[config.mk]
export PLATFORM = sky130hd
export DESIGN_NAME = bcrypt_sched
export DESIGN_NICKNAME = d
export VERILOG_FILES = /design/src/rtl/bcrypt_sched.sv
export SDC_FILE = /design/constraint.sdc
export NUM_CORES = 1
export LEC_CHECK = 0
export ABC_AREA = 1
export BUFFER_PORTS_ARGS = -buffer_cell sky130_fd_sc_hd__buf_4
export CAP_MARGIN = 15
export CORE_UTILIZATION = 65
export CTS_BUF_LIST = sky130_fd_sc_hd__clkbuf_8
export DETAILED_ROUTE_END_ITERATION = 10
export GPL_TIMING_DRIVEN = 1
export PLACE_DENSITY = 0.83
export SLEW_MARGIN = 20
export SYNTH_ARGS = -nofsm -noshare
export SYNTH_HDL_FRONTEND = slang
export SYNTH_SLANG_ARGS = --single-unit
[constraint.sdc]
create_clock -name clk -period 5.9 [get_ports clk]
set_input_delay 1.18 -clock clk [delete_from_list [all_inputs] [get_ports clk]]
set_output_delay 1.18 -clock clk [all_outputs]
set_load 0.01 [all_outputs]
[src/rtl/bcrypt_sched.sv]
// bcrypt_sched: hands host jobs to a pool of bcrypt_loop cores and returns
// their results one at a time, with a per-core watchdog.
module bcrypt_sched #(
  parameter int NCORES = 4,
  parameter int CIDX_W = 2
) (
  input  logic              clk,
  input  logic              rst,
  input  logic              job_valid,
  output logic              job_ready,
  output logic [CIDX_W-1:0] job_core,
  output logic [NCORES-1:0] core_start,
  input  logic [NCORES-1:0] core_done,
  input  logic [31:0]       timeout_cycles,
  output logic              res_valid,
  output logic [CIDX_W-1:0] res_core,
  output logic              res_err,
  input  logic              res_ready
);

  typedef enum logic [1:0] {
    IDLE    = 2'd0,
    RUN     = 2'd1,
    HOLD    = 2'd2,
    RELEASE = 2'd3
  } coreState_t;

  coreState_t        r_state [NCORES];
  logic [31:0]       r_cnt   [NCORES];
  logic [NCORES-1:0] r_err;
  logic [NCORES-1:0] r_start;
  logic [CIDX_W-1:0] r_dptr;
  logic [CIDX_W-1:0] r_rptr;
  logic              r_lock;
  logic [CIDX_W-1:0] r_lockCore;

  logic              w_anyIdle;
  logic [CIDX_W-1:0] w_idleCore;
  logic              w_anyHold;
  logic [CIDX_W-1:0] w_holdCore;
  logic              w_accept;
  logic              w_release;
  coreState_t        w_nextState [NCORES];
  logic [31:0]       w_nextCnt   [NCORES];
  logic [NCORES-1:0] w_nextErr;

  // Adds an offset to a core index, wrapping modulo NCORES (works for non-power-of-two pools).
  function automatic logic [CIDX_W-1:0] wrapIdx(input logic [CIDX_W-1:0] base, input int offs);
    int sum;
    sum = int'(base) + offs;
    if (sum >= NCORES) sum = sum - NCORES;
    return CIDX_W'(sum);
  endfunction

  // Round-robin searches: first IDLE core from the dispatch pointer and first HOLD core from the result pointer.
  always_comb begin
    w_anyIdle  = 1'b0;
    w_idleCore = '0;
    w_anyHold  = 1'b0;
    w_holdCore = '0;
    for (int k = 0; k < NCORES; k++) begin
      if (!w_anyIdle && r_state[wrapIdx(r_dptr, k)] == IDLE) begin
        w_anyIdle  = 1'b1;
        w_idleCore = wrapIdx(r_dptr, k);
      end
      if (!w_anyHold && r_state[wrapIdx(r_rptr, k)] == HOLD) begin
        w_anyHold  = 1'b1;
        w_holdCore = wrapIdx(r_rptr, k);
      end
    end
  end

  assign job_ready  = w_anyIdle;
  assign job_core   = w_idleCore;
  assign res_valid  = w_anyHold;
  assign res_core   = r_lock ? r_lockCore : w_holdCore;
  assign res_err    = r_err[res_core];
  assign core_start = r_start;
  assign w_accept   = job_valid && w_anyIdle;
  assign w_release  = w_anyHold && res_ready;

  // Per-core next state: dispatch, done/watchdog completion, host release and return to idle.
  always_comb begin
    for (int i = 0; i < NCORES; i++) begin
      w_nextState[i] = r_state[i];
      w_nextCnt[i]   = r_cnt[i];
      w_nextErr[i]   = r_err[i];
      case (r_state[i])
        IDLE: begin
          if (w_accept && w_idleCore == CIDX_W'(i)) begin
            w_nextState[i] = RUN;
            w_nextCnt[i]   = '0;
          end
        end
        RUN: begin
          if (core_done[i]) begin
            w_nextState[i] = HOLD;
            w_nextErr[i]   = 1'b0;
          end else if (timeout_cycles != 32'd0 &&
                       ({1'b0, r_cnt[i]} + 33'd1) >= {1'b0, timeout_cycles}) begin
            w_nextState[i] = HOLD;
            w_nextErr[i]   = 1'b1;
          end
          if (r_cnt[i] != '1) w_nextCnt[i] = r_cnt[i] + 32'd1;
        end
        HOLD: begin
          if (w_release && res_core == CIDX_W'(i)) w_nextState[i] = RELEASE;
        end
        RELEASE: begin
          w_nextState[i] = IDLE;
        end
        default: begin
          w_nextState[i] = IDLE;
        end
      endcase
    end
  end

  // State registers; core_start is registered from the next state so it follows RUN/HOLD exactly.
  always_ff @(posedge clk) begin
    if (rst) begin
      for (int i = 0; i < NCORES; i++) begin
        r_state[i] <= IDLE;
        r_cnt[i]   <= '0;
      end
      r_err      <= '0;
      r_start    <= '0;
      r_dptr     <= '0;
      r_rptr     <= '0;
      r_lock     <= 1'b0;
      r_lockCore <= '0;
    end else begin
      for (int i = 0; i < NCORES; i++) begin
        r_state[i] <= w_nextState[i];
        r_cnt[i]   <= w_nextCnt[i];
        r_start[i] <= (w_nextState[i] == RUN) || (w_nextState[i] == HOLD);
      end
      r_err <= w_nextErr;
      if (w_accept) r_dptr <= wrapIdx(w_idleCore, 1);
      if (w_release) begin
        r_rptr <= wrapIdx(res_core, 1);
        r_lock <= 1'b0;
      end else if (w_anyHold) begin
        r_lock     <= 1'b1;
        r_lockCore <= res_core;
      end else begin
        r_lock <= 1'b0;
      end
    end
  end

endmodule

==> results.cfg, run 1 <==
[cts]
hold_buffers = 0
post_cts_buffers = 0
htreeDepth = 4
cts_tree = done
cts_buffer_depth = 2
ctsRootBufferMaster = clkbuf_8
cts_made_buffers = 17
cts.sinks = 155
clk_pin_slew_ns = 0.09
cts_resized = 0
clock_latency_ns = 0.48

[yosys]
synthXorXnorAreaFrac = 0.0696
synth_mux_area_frac = 0
synth_top_family_by_area = simple AND/OR/NAND/NOR gates
synth_area_um2 = 12800
ys_seq_area_frac = 0.242
yosys.area_share.simple = 0.332
synth_nets = 2123
synth_compound_area_frac = 0.120
synth_top_flop_cell = dfxtp_1
ys_ff_latch = 155
synth_cells = 1943
yosysTopAreaCell = dfxtp_1
postSynthAreaPerCell_um2 = 6.60
ys_warn_count = 0
synth-async-reset-ratio = 0
synth_top_area_frac = 0.242
synth.area.top_cells = dfxtp_1 (24%), nand2_1 (14%), ha_1 (14%)
synthAdderAreaFrac = 0.137
synth-edff-count = 0
yosysUniqueCellTypes = 57

[sta]
fmax_mhz = 252
worstMarginPinSlew_ns = 0.947
post-route-period-util = 0.673
finalHoldViolCount = 0
fin_skew_ns = 0.0132
slew_violations = 0
finalSetupViolCount = 0
min_period_ns = 3.97
rsz0062_at_grt = no
fin_tns_setup_ns = 0
relSlewSlack = 0.366

[place]
port_buffers = 50
place_inst = 2216
post-dp-hpwl_um = 27800
gp_congestion = 0.953

[setup_path]
end_kind = primary output
path_max_fanout = 6
crit_path_cell_trace = inv_1 > nor2_1 > nand2_1 > o21ai_1 > nand3_1 > nand2_1 > nand2_1 > o21ai_0 > nand3_1 > nand3_1 > nand2_1 > a21oi_1 > o21ai_0 > nand2_1 > buf_4
cp.required_ns = 4.72
worst_path_max_delay_cell = dfxtp_1
crit_arrival_ns = 2.79
r2r_cells = 24
crit_path_frequent_cell = nand2_1
cp_slowest_stage_delay_ns = 0.40
critPathTopFamily = simple AND/OR/NAND/NOR gates
crit_buf_inv = 2
path_class = reg -> out
startpoint_type = flip-flop
cp.depth = 15

[finish]
finish.utilization = 0.719
final_common_cell = nand2_1
final_cell_mix = nand2_1 (487), inv_1 (248), nor2_1 (214)
nets = 2155
n_antenna_cell = 0
drive_gt1_frac = 0.0870
flow.area_growth_from_synthesis_pct = 6.77
final_cells = 2248

[grt]
grt.overflow.total = 0
grt_pass1_vias = 12100
grt_start_max_net_pins = 73
grt_antenna_before_repair = 0
track_usage = 0.377
grt_pass1_wl_um = 59600

[job]
max_cap_viol_count = 0

[route]
vias_per_cell = 5.74
wl_per_cell_um = 16.4
drcViolationCount = 0
final_antenna_net_count = 0
routed_wl_um = 36900
vias = 12900
first_pass_iters = 8
initialDrtViolationCount = 1187

[outcome]
status = complete, no violations

[power_and_ir_drop]
p_leak_nw = 6.52
powerDensity_nw_per_um2 = 295
vdd_drop_max_v = 0.000191

[floorplanning]
dieArea_um2 = 20300
start_util = 0.674
rows = 50
die-width_um = 142
io_pins = 51
fp.dieH_um = 142
core_um2 = 19000

[worst_hold_path]
hp-class = reg -> reg
whs_path_depth = 2
[synthesized netlist by cell type (all sizes together), types with 3 or more instances]
cell type  instances
nand3             91
buf               20
nor2             244
a211oi             3
ha               140
nor4              16
clkinv             5
dfxtp            155
a22oi              9
o21ai             71
xnor2             22
o211ai             8
xor2              79
clkbuf            21
a21o               6
nand3b             6
nand4             55
nor3              39
inv              262
nand2            502
a21oi            162
o21bai             6
[worst paths after layout]
path                  from             to  slack [ns]
max          r_state[0][1]        res_err        1.93
min               r_err[3]       r_err[3]        0.46
max reg2reg    r_cnt[3][0]  core_start[3]        2.16
min reg2reg       r_err[3]       r_err[3]        0.46
[per-stage QoR]
stage | hold WS [ns] | setup slack, ns | power (mW) | area, um^2
detailed placement | 0.446 | 2.27 | 3.13 | 13300
global placement | 0.448 | 2.40 | 3.08 | 13300
global route | 0.486 | 1.57 | 4.29 | 13700
finish | 0.459 | 1.93 | 4.04 | 13700
floorplan | 0.425 | 2.86 | 2.70 | 12800
CTS | 0.459 | 1.96 | 4.00 | 13700
[area by class of cell]
type | instances | area (um^2)
clock inverter | 15 | 178
timing repair buffer | 54 | 405
clock buffer | 17 | 234
sequential | 155 | 3100
multi-input combinational | 1480 | 8430
tap | 260 | 325
inverter | 267 | 1000
fill | 1637 | 5340
[kinds of logic (layout without fill, tap and decap cells)]
logic type | count (synthesis) | in the layout
buf+inv | 308 | 353
simple gates | 961 | 961
fa+ha+maj | 140 | 140
compound gates | 278 | 278
xor+xnor | 101 | 101
flops | 155 | 155
[power breakdown]
group | total, mW | leakage, nW | internal, mW | switching (mW)
logic | 1.77 | 5.05 | 0.551 | 1.22
clock network | 0.874 | 0.210 | 0.419 | 0.455
registers | 1.39 | 1.26 | 1.20 | 0.191
total | 4.04 | 6.52 | 2.17 | 1.87
[worst register-to-register path: stages (launching register included)]
cell and delay, ns:
dfxtp_1 0.43, ha_1 0.23, nand2_1 0.08, nor2_2 0.18, nand4_2 0.17, nor2_2 0.20
nand4_2 0.14, nor2_2 0.25, nand2_1 0.08, nor2_1 0.13, xor2_1 0.16, inv_1 0.09
ha_1 0.29, nand2_1 0.06, nor2_1 0.17, nand4_1 0.10, o21ai_0 0.17, nand2_1 0.07
nand2_1 0.06, nor2_1 0.03, nand2_1 0.14, nand3_1 0.12, nand2_1 0.08, nand2_1 0.07
a21oi_1 0.17
[sequential cells by signal, summed over array words and instances, names as in the netlist, named ones only]
name / count
r_dptr: 2
r_lockCore: 2
core_start: 4
r_rptr: 2
r_state: 8
r_lock: 1
r_err: 4
r_cnt: 128
[routing by layer]
metal	track usage	wire (um)	part of all wire	up-vias
met5	0	0	0	-
li1	-	-	-	6384
met4	0.209	1780	0.048	0
met3	0.0693	3280	0.089	133
met2	0.600	16500	0.45	549
met1	0.481	15400	0.42	5829
(Power assumes the default switching activity.)
==> inputs of run 2 (changes only) <==
--- a/config.mk
+++ b/config.mk
@@ -8,11 +8,11 @@
 export ABC_AREA = 1
 export BUFFER_PORTS_ARGS = -buffer_cell sky130_fd_sc_hd__buf_4
 export CAP_MARGIN = 15
-export CORE_UTILIZATION = 65
+export CORE_UTILIZATION = 59
 export CTS_BUF_LIST = sky130_fd_sc_hd__clkbuf_8
 export DETAILED_ROUTE_END_ITERATION = 10
 export GPL_TIMING_DRIVEN = 1
-export PLACE_DENSITY = 0.83
+export PLACE_DENSITY = 0.8
 export SLEW_MARGIN = 20
 export SYNTH_ARGS = -nofsm -noshare
 export SYNTH_HDL_FRONTEND = slang
==> constraint.sdc (replaced) <==
create_clock -name clk -period 3.4 [get_ports clk]
set_input_delay 0.68 -clock clk [delete_from_list [all_inputs] [get_ports clk]]
set_output_delay 0.68 -clock clk [all_outputs]
set_load 0.01 [all_outputs]
==> run 2 against run 1 <==
The run now ends with negative setup slack left; non-clock buffer count up 68; sequential cell count did not move; critical path depth grew 12; sequential power up 74%; clock-buffer cell count unchanged; via count increased by 3.7%; largest cell class unchanged.
==> results.cfg, run 2 (same netlist as run 1, synthesis figures left out) <==
[grt]
grt.overflow.total = 0
grt_pass1_vias = 12100
met3_usage = 0.0584
met1_usage = 0.430
grt_antenna_before_repair = 0
busiest_layer = met2
met2_usage = 0.564
grt_pass1_wl_um = 59500
track_usage = 0.342
grt_start_max_net_pins = 64

[finish]
largest_reg_flops = 128
drive_gt1_frac = 0.161
final_cell_mix = nand2_1 (468), inv_1 (241), nor2_1 (196)
n_fill_cell = 1752
final_common_cell = nand2_1
nets = 2223
flow.area_growth_from_synthesis_pct = 15.0
n_antenna_cell = 0
final_cells = 2331
max_flop_register = r_cnt
reg_top3 = r_cnt: 128 flops, r_state: 8 flops
final_area_um2 = 14700

[cts]
cts_buffer_depth = 2
cts_tree = done
ctsRootBufferMaster = clkbuf_8
cts.sinks = 155
htreeDepth = 4
clock_latency_ns = 0.48
cts_made_buffers = 17
clk_pin_slew_ns = 0.10

[outcome]
violations = negative setup slack
status = finished, violations left

[sta]
worstMarginPinSlew_ns = 0.757
postLayoutSetupSlackWorst_ns = -0.112
min_period_ns = 3.51
slew_violations = 0
rsz0062_at_grt = yes
post-route-period-util = 1.03
relSlewSlack = 0.495
fin_skew_ns = 0.0199
finalSetupViolCount = 4
fmax_mhz = 285
finalHoldViolCount = 0

[setup_path]
r2r_cells = 27
cp.depth = 27
path_max_fanout = 3
regToRegSetupSlack_ns = -0.11
startpoint_type = flip-flop
r2r-start = r_cnt[1][1]
cp.required_ns = 3.83
endpoint = core_start[1]
end_kind = flip-flop
critPathTopFamily = simple AND/OR/NAND/NOR gates
cp_slowest_stage_delay_ns = 0.38
crit_arrival_ns = 3.94
worst_path_max_delay_cell = dfxtp_4
crit_buf_inv = 3
path_class = reg -> reg
worstSetupStartpoint = r_cnt[1][1]
r2r_end = core_start[1]

[floorplanning]
dieArea_um2 = 22300
io_pins = 51
die-width_um = 149
fp.dieH_um = 149
start_util = 0.606
rows = 53
core_um2 = 21200

[place]
place_inst = 2273
gp_congestion = 0.973
port_buffers = 50
dpl_cell_area_um2 = 13600
post-dp-hpwl_um = 28300

[job]
max_cap_viol_count = 0

[route]
vias = 13400
vias_per_cell = 5.74
first_pass_iters = 6
final_antenna_net_count = 0
drcViolationCount = 0
initialDrtViolationCount = 1167
wl_per_cell_um = 16.9
routed_wl_um = 39300

[worst_hold_path]
hp-class = in -> reg

[power_and_ir_drop]
vdd_drop_max_v = 0.000263
p_leak_nw = 7.01
powerDensity_nw_per_um2 = 502
[run 2: changes by cell type in the layout (fill, tap and decap cells not counted), moves of 15 or more]
cell,delta
buf_4,+67
dfxtp_1,-15
nand2_1,-19
nor2_4,+17
nor2_1,-18
[run 2: layout make-up]
cell class / instances / area [um^2] / share of cell area
repair buffers: 122 / 928 / 0.0630
flip-flops and latches: 155 / 3130 / 0.212
inverters: 267 / 1000 / 0.0681
clock buffers: 17 / 234 / 0.0159
well taps: 275 / 344 / 0.0233
multi-input cells: 1480 / 8900 / 0.604
clock inverters: 15 / 199 / 0.0135
[run 2: stage by stage]
step	setup slack, ns	total power [mW]	hold slack (ns)	util	setup TNS (ns)
final	-0.112	7.39	0.374	0.697	-0.300
after global placement	0.0751	5.46	0.447	0.644	0
after floorplan	0.359	4.68	0.425	-	0
after CTS	0.00376	7.13	0.371	0.667	0
after detailed placement	-0.0964	5.53	0.442	0.644	-0.276
after global routing	-0.277	7.85	0.361	0.697	-2.11
[run 2: what timing repair did]
| action | 4_1_cts | 5_1_grt |
|---|---|---|
| setup endpoints to repair | 5 | 19 |
| hold buffers | 0 | 0 |
| resized for setup | 4 | 122 |
| pin swaps | 1 | 61 |
| setup buffers | 5 | 21 |
[run 2: worst min-delay path by stage]
stage	slack, ns	endpoint	cells past startpoint	from
final	0.37	r_err[2]	2	core_done[2]
after floorplan	0.43	r_err[0]	2	r_err[0]
after detailed placement	0.44	r_err[0]	2	r_err[0]
after global placement	0.45	r_err[0]	2	r_err[0]
after global routing	0.36	r_err[2]	2	core_done[2]
after CTS	0.37	r_err[2]	2	core_done[2]
[run 2: per-layer routing]
metal	vias to the layer above	wire length [um]
met2	575	18300
met3	114	2980
met1	6158	16300
met5	-	0
li1	6530	-
met4	0	1740
[run 2: worst register-to-register path, delay by kind of cell, from the launching register on]
family                   cells  cell delay, ns
XOR/XNOR                     1            0.20
buffers and inverters        3            0.28
adder cells (fa/ha/maj)      1            0.30
AND/OR/NAND/NOR             22            2.30
flip-flops                   1            0.38
[run 2: where the power goes]
part	leakage, nW	switching (mW)	internal (mW)
Sequential	1.26	0.316	2.10
Clock	0.215	0.838	0.754
Combinational	5.53	2.23	1.15
